[config.mk]
export PLATFORM = sky130hd
export DESIGN_NAME = oai211_cell_tester
export DESIGN_NICKNAME = d
export VERILOG_FILES = /design/src/rtl/oai211_cell_tester.sv
export SDC_FILE = /design/constraint.sdc
export NUM_CORES = 1
export LEC_CHECK = 0
export BUFFER_PORTS_ARGS = -buffer_cell sky130_fd_sc_hd__buf_2
export CAP_MARGIN = 30
export CORE_MARGIN = 5
export CORE_UTILIZATION = 55
export DETAILED_ROUTE_END_ITERATION = 12
export GPL_ROUTABILITY_DRIVEN = 0
export GPL_TIMING_DRIVEN = 0
export PLACE_DENSITY_LB_ADDON = 0.3
export SLEW_MARGIN = 20
export SYNTH_ARGS = -nofsm -noshare
export SYNTH_HDL_FRONTEND = slang
export SYNTH_SLANG_ARGS = --single-unit
[constraint.sdc]
create_clock -name CLK -period 4.02 [get_ports CLK]
set_input_delay 0.804 -clock CLK [delete_from_list [all_inputs] [get_ports CLK]]
set_output_delay 0.804 -clock CLK [all_outputs]
set_load 0.005 [all_outputs]
[src/rtl/oai211_cell_tester.sv]
// Sequential stimulus/checker for an OAI211 library cell: walks all 16 input
// vectors, holds each for SETTLE_CYCLES+1 cycles and compares Y in the last one.
module oai211_cell_tester #(
    parameter int SETTLE_CYCLES = 2,
    parameter int ERR_W         = 5
) (
    input  logic             CLK,
    input  logic             RST,
    input  logic             START,
    output logic             A,
    output logic             B,
    output logic             C1,
    output logic             C2,
    input  logic             Y,
    output logic             BUSY,
    output logic             DONE,
    output logic             PASS,
    output logic [ERR_W-1:0] ERR_COUNT,
    output logic             FAIL_VALID,
    output logic [3:0]       FAIL_VEC
);

    localparam int                 HOLD_W    = $clog2(SETTLE_CYCLES + 1);
    localparam logic [HOLD_W-1:0]  HOLD_LAST = HOLD_W'(SETTLE_CYCLES);

    typedef enum logic [1:0] {
        IDLE = 2'd0,
        RUN  = 2'd1,
        FIN  = 2'd2
    } state_t;

    state_t             state;
    logic [3:0]         vecIdx;
    logic [HOLD_W-1:0]  holdCnt;

    logic               yExp;
    logic               mismatch;
    logic               sampleNow;
    logic               startAccept;
    logic [ERR_W-1:0]   errNext;

    // The stimulus pins are the vector register itself, so they hold in IDLE.
    assign {A, B, C1, C2} = vecIdx;

    always_comb begin
        yExp        = ~((C1 | C2) & A & B);
        mismatch    = (Y != yExp);
        sampleNow   = (state == RUN) && (holdCnt == HOLD_LAST);
        startAccept = START && (state != RUN);
        errNext     = ERR_COUNT;
        if (sampleNow && mismatch && (ERR_COUNT != '1)) begin
            errNext = ERR_COUNT + 1'b1;
        end
    end

    // NOTE: non-blocking assignments throughout, so every register below sees the pre-edge values.
    always_ff @(posedge CLK) begin
        if (RST) begin
            state      <= IDLE;
            vecIdx     <= '0;
            holdCnt    <= '0;
            BUSY       <= 1'b0;
            DONE       <= 1'b0;
            PASS       <= 1'b0;
            ERR_COUNT  <= '0;
            FAIL_VALID <= 1'b0;
            FAIL_VEC   <= '0;
        end else if (startAccept) begin
            state      <= RUN;
            vecIdx     <= '0;
            holdCnt    <= '0;
            BUSY       <= 1'b1;
            DONE       <= 1'b0;
            PASS       <= 1'b0;
            ERR_COUNT  <= '0;
            FAIL_VALID <= 1'b0;
            FAIL_VEC   <= '0;
        end else begin
            DONE <= 1'b0;
            case (state)
                RUN: begin
                    if (sampleNow) begin
                        ERR_COUNT <= errNext;
                        if (mismatch && !FAIL_VALID) begin
                            FAIL_VALID <= 1'b1;
                            FAIL_VEC   <= vecIdx;
                        end
                        // PASS must account for a mismatch on the final vector too.
                        if (vecIdx == 4'd15) begin
                            state <= FIN;
                            BUSY  <= 1'b0;
                            DONE  <= 1'b1;
                            PASS  <= (errNext == '0);
                        end else begin
                            vecIdx  <= vecIdx + 1'b1;
                            holdCnt <= '0;
                        end
                    end else begin
                        holdCnt <= holdCnt + 1'b1;
                    end
                end
                FIN:     state <= IDLE;
                default: state <= IDLE;
            endcase
        end
    end

endmodule

### Word level (Yosys, flattened, before mapping)

Cells that the tools add are included.

* add/sub/neg operators: 3
* equality and inequality tests: 9
* mux-type cells: 12
* bitwise gates (word level): 7
* reductions and logical operators: 21

Operators with widths (count)
* $reduce_and A3 Y1: 4
* $mux W1: 9
* $reduce_and A2 Y1: 4
* $reduce_bool A2 Y1: 3
* $add A5 B1 Y5 const B: 1
* $logic_and A1 B1 Y1: 5
* $logic_not A5 Y1: 1
* $mux W5: 1
* $ne A5 B5 Y1 const B: 1
* $add A4 B1 Y4 const B: 1
* $eq A4 B4 Y1 const B: 1
* $mux W2: 2
* $not A1 Y1: 4
* $reduce_or A4 Y1: 1
* $ne A3 B2 Y1 const B: 1
* $ne A3 B3 Y1 const B: 1
* $reduce_or A3 Y1: 1
* $add A2 B1 Y2 const B: 1
* $and A1 B1 Y1: 2
* $eq A2 B1 Y1 const B: 1
* $eq A2 B2 Y1 const B: 1
* $ne A2 B1 Y1 const B: 1
* $ne A2 B2 Y1 const B: 1
* $reduce_or A2 Y1: 1
* other kinds (3): 3

* bits in registers: 21
* output and inout bits: 17

### Logic depth before layout (Yosys ltp)

* depth after elaboration: 9
* gate-level depth with buffers: 8
* depth with buffers taken out: 8

### Worst setup path before layout

Ideal clock, no wire load.

* path type: flip-flop to flip-flop
* from: reg vecIdx[1]
* to: reg PASS
* library setup time: 87 ps
* arrival: 1754 ps
* slack: 2179 ps
* stages on the path, launching flop included: 8
* cell sequence: dfxtp_1 > inv_1 > ha_1 > and3b_4 > mux2_4 > a211oi_1 > o2111ai_1 > o31ai_1

* word-level cells in the longest chain between the ends: 9
* elaborated cells between the ends (all ways): 11

Ends and longest elaborated chain
* start: declaration: line 33 `logic [3:0] vecIdx;`
* start signal: assignment: line 95 `vecIdx <= vecIdx + 1'b1;`
* $or A1 B1 Y1: line 46 `yExp = ~((C1 | C2) & A & B);`
* $and A1 B1 Y1 (2 in a row): line 46
* $not A1 Y1: line 46
* $ne A1 B1 Y1: line 47 `mismatch = (Y != yExp);`
* $logic_and A1 B1 Y1 (2 in a row): line 51 `if (sampleNow && mismatch && (ERR_COUNT != '1)) begin`
* $mux W5: line 51
* $logic_not A5 Y1: line 93 `PASS <= (errNext == '0);`
* end signal: assignment: line 93
* end: declaration: line 17 `output logic PASS,`

Parallel ways exist; a longest one is shown, timed or not.
A chain may end at the register's enable or synchronous reset.

### Final worst setup path

* from: reg ERR_COUNT[0]
* to: reg PASS

* word-level cells in the longest chain between the ends: 4
* elaborated cells between the ends (all ways): 5

Ends and longest elaborated chain
* start: declaration: line 18 `output logic [ERR_W-1:0] ERR_COUNT,`
* start signal: assignment: line 83 `ERR_COUNT <= errNext;`
* branches (longest 2 deep; another with $add A5 B1 Y5)
* $mux W5 *: line 51
* $logic_not A5 Y1 *: line 93

Every way passes the cells marked *.

==> out/qor.csv <==
stage,metric,value,unit
run_status,status,"finished, final reports clean",
drt,drt-initial-drc-count,27,
setup_path,cp_common_cell,ha_1,
global_routing,grt.overflow.total,0,
sta,setup_violations,0,
synth,ys_seq_elements,21,
pwr,p_leak,0.485,nW
drt,drtPass1Iterations,4,
setup_path,required,4230,ps
cells_and_area,drive_gt1_share,24.8,%
drt,drc,0,
setup_path,start_kind,flip-flop,
cells_and_area,finalNetCount,138,
synth,ys_seq_area_share,43.5,%
die,ios,21,
clocking,cts_root_buffer,clkbuf_4,
synth,yosysTopAreaCell,dfxtp_1,
clocking,post_cts_buffers,0,
drt,viasPerCell,5.76,
die,rows,15,
drt,via_count,841,
sta,rsz0062_at_grt,no,
clocking,cts_tree,yes,
synth,synth.cell_area,966,sq um
cells_and_area,n_antenna_cell,0,
synth,async_flop_share,0,%
sta,fin_ws,1940,ps
job,maxCapViolCount,0,
drt,drt-total-wl,2030,um
synth,post-synth-top-count-cell,dfxtp_1,
placed_design,dp_cells,142,
placed_design,port_buffers,20,
drt,routedWlPerCell,13.9,um
sta,final.setup.tns,0,ps
synth,synth_top_area_share,43.5,%
cells_and_area,fin_cells,146,
setup_path,critical_path.max_stage_delay,380,ps
sta,slew_violations,0,
synth,ys_warn_count,0,
synth,synth_edf_count,0,
sta,hold_violations,0,
global_routing,grt_pass1_wl,3440,um
global_routing,grt_max_degree,13,
sta,slew_headroom,70.9,%
synth,ys_types,32,
pwr,worst_ir_drop_vdd,0.000171,V
global_routing,track_usage,17.2,%
setup_path,criticalPathCategory,reg2reg,
sta,clock_skew,2.00,ps
setup_path,cp_cell_sequence,ha_1 -> and3_1 -> ha_1 -> nor2b_1 -> mux2i_2 -> nor4b_2 -> o2111ai_1 -> o31ai_1,
die,die_h,51.9,um
placed_design,dp_hpwl,1490,um
drt,ant_nets,0,
pwr,p_per_area,298,nW/um^2
placed_design,dp_slack,1970,ps
clocking,ctsResizeCount,0,
clocking,cts_hold_buf,0,
clocking,htree_levels,1,
synth,synthTopCellsByCount,"21 x dfxtp_1, 17 x nor2_1, 7 x nand2_1",
cells_and_area,postLayoutCoreUtil,66.0,%
cells_and_area,area_growth,15.4,%
setup_path,reg2reg_slack,1940,ps
synth,avgSynthCellArea,9.20,sq um
setup_path,slowest_stage,dfxtp_1,
setup_path,cp.arrival,2290,ps
pwr,power,332,uW
clocking,clockBufferDepth,2,
die,dieArea,2690,sq um
sta,worst_pin_slew,436,ps
clocking,clk_pin_slew,120,ps
global_routing,grt_pass1_vias,806,
setup_path,crit_fanout,6,
synth,ys_top_cells_by_area,"dfxtp_1 44%, nor2_1 6.6%, ha_1 5.2%",
setup_path,critPathCaptureType,flip-flop,
clocking,cts_made_buffers,3,
clocking,clk_latency,300,ps
synth,ys.flop_type,dfxtp_1,
synth,synth_nets,113,
sta,fmax,481,MHz
sta,period_share,51.8,%
synth,syn_inst,105,
die,die_w,51.9,um
die,core-area,1690,sq um
sta,period_needed,2080,ps
global_routing,antenna_found_initial,0,
clocking,cts.sinks,21,
die,initial_core_util,57.2,%
min_path,min_path_type,reg2reg,
-- flip-flops by register name, indices dropped and copies added (netlist names) --
signal,cells
ERR_COUNT,5
FAIL_VEC,4
vecIdx,4
holdCnt,2
state,2
BUSY,1
DONE,1
FAIL_VALID,1
PASS,1
-- layout make-up --
cell class,count,area [sq um]
multi-input cells,79,527
clock buffers,3,22.5
flip-flops and latches,21,420
inverters,4,15.0
well taps,17,21.3
fillers,136,574
plain buffers,1,3.75
repair buffers,20,100
clock inverters,1,5.00
-- worst max-delay path: cells and delay by family (launching register included) --
kind / cells / cell delay, ps
fa+ha+maj: 2 / 420
flops: 1 / 380
mux: 1 / 160
compound gates: 2 / 420
simple gates: 3 / 610
-- cell families after synthesis --
kind of cell | after synthesis | share of synthesized area, %
xor gates and xnor gates | 5 | 4.53
adders and majority gates | 4 | 5.18
DFF | 21 | 43.5
and+or+nand+nor | 48 | 27.7
AOI/OAI and AO/OA | 16 | 9.97
buffers and inverters | 5 | 1.94
muxes | 6 | 7.12
-- worst paths after layout --
kind | from | end | cells past startpoint
hold / removal | PASS | PASS | 2
setup reg to reg | ERR_COUNT[0] | PASS | 8
setup / recovery | ERR_COUNT[0] | PASS | 8
hold reg to reg | PASS | PASS | 2
-- where the power goes --
| part | leakage (nW) | total, mW | switching [mW] | internal (mW) |
|---|---|---|---|---|
| registers | 0.170 | 0.212 | 0.00202 | 0.210 |
| clock network | 0.0177 | 0.101 | 0.0636 | 0.0370 |
| logic | 0.298 | 0.0194 | 0.0119 | 0.00751 |
| total | 0.485 | 0.332 | 0.0775 | 0.255 |
-- stage by stage --
step	cell area [sq um]	hold slack (ps)
floorplan	966	462
global placement	1090	463
detailed placement	1090	467
CTS	1110	490
global route	1110	515
finish	1110	495
-- cells in the final DEF, fill, tap and decap left out, types with 3 or more instances in the layout --
cell type / instances
a21oi_1: 6
buf_2: 20
clkbuf_4: 3
dfxtp_1: 21
ha_1: 4
inv_1: 4
mux2i_1: 4
nand2_1: 7
nand3_1: 6
nor2_1: 17
o21ai_0: 4
xnor2_1: 3
-- per-layer routing --
layer,wire length [um],track usage (%),vias to the layer above
met2,1030,30.3,27
met5,0,0,-
li1,-,-,419
met4,31,7.42,0
met3,91,2.87,4
met1,870,20.2,391
Power figures use the tool's default switching activity.
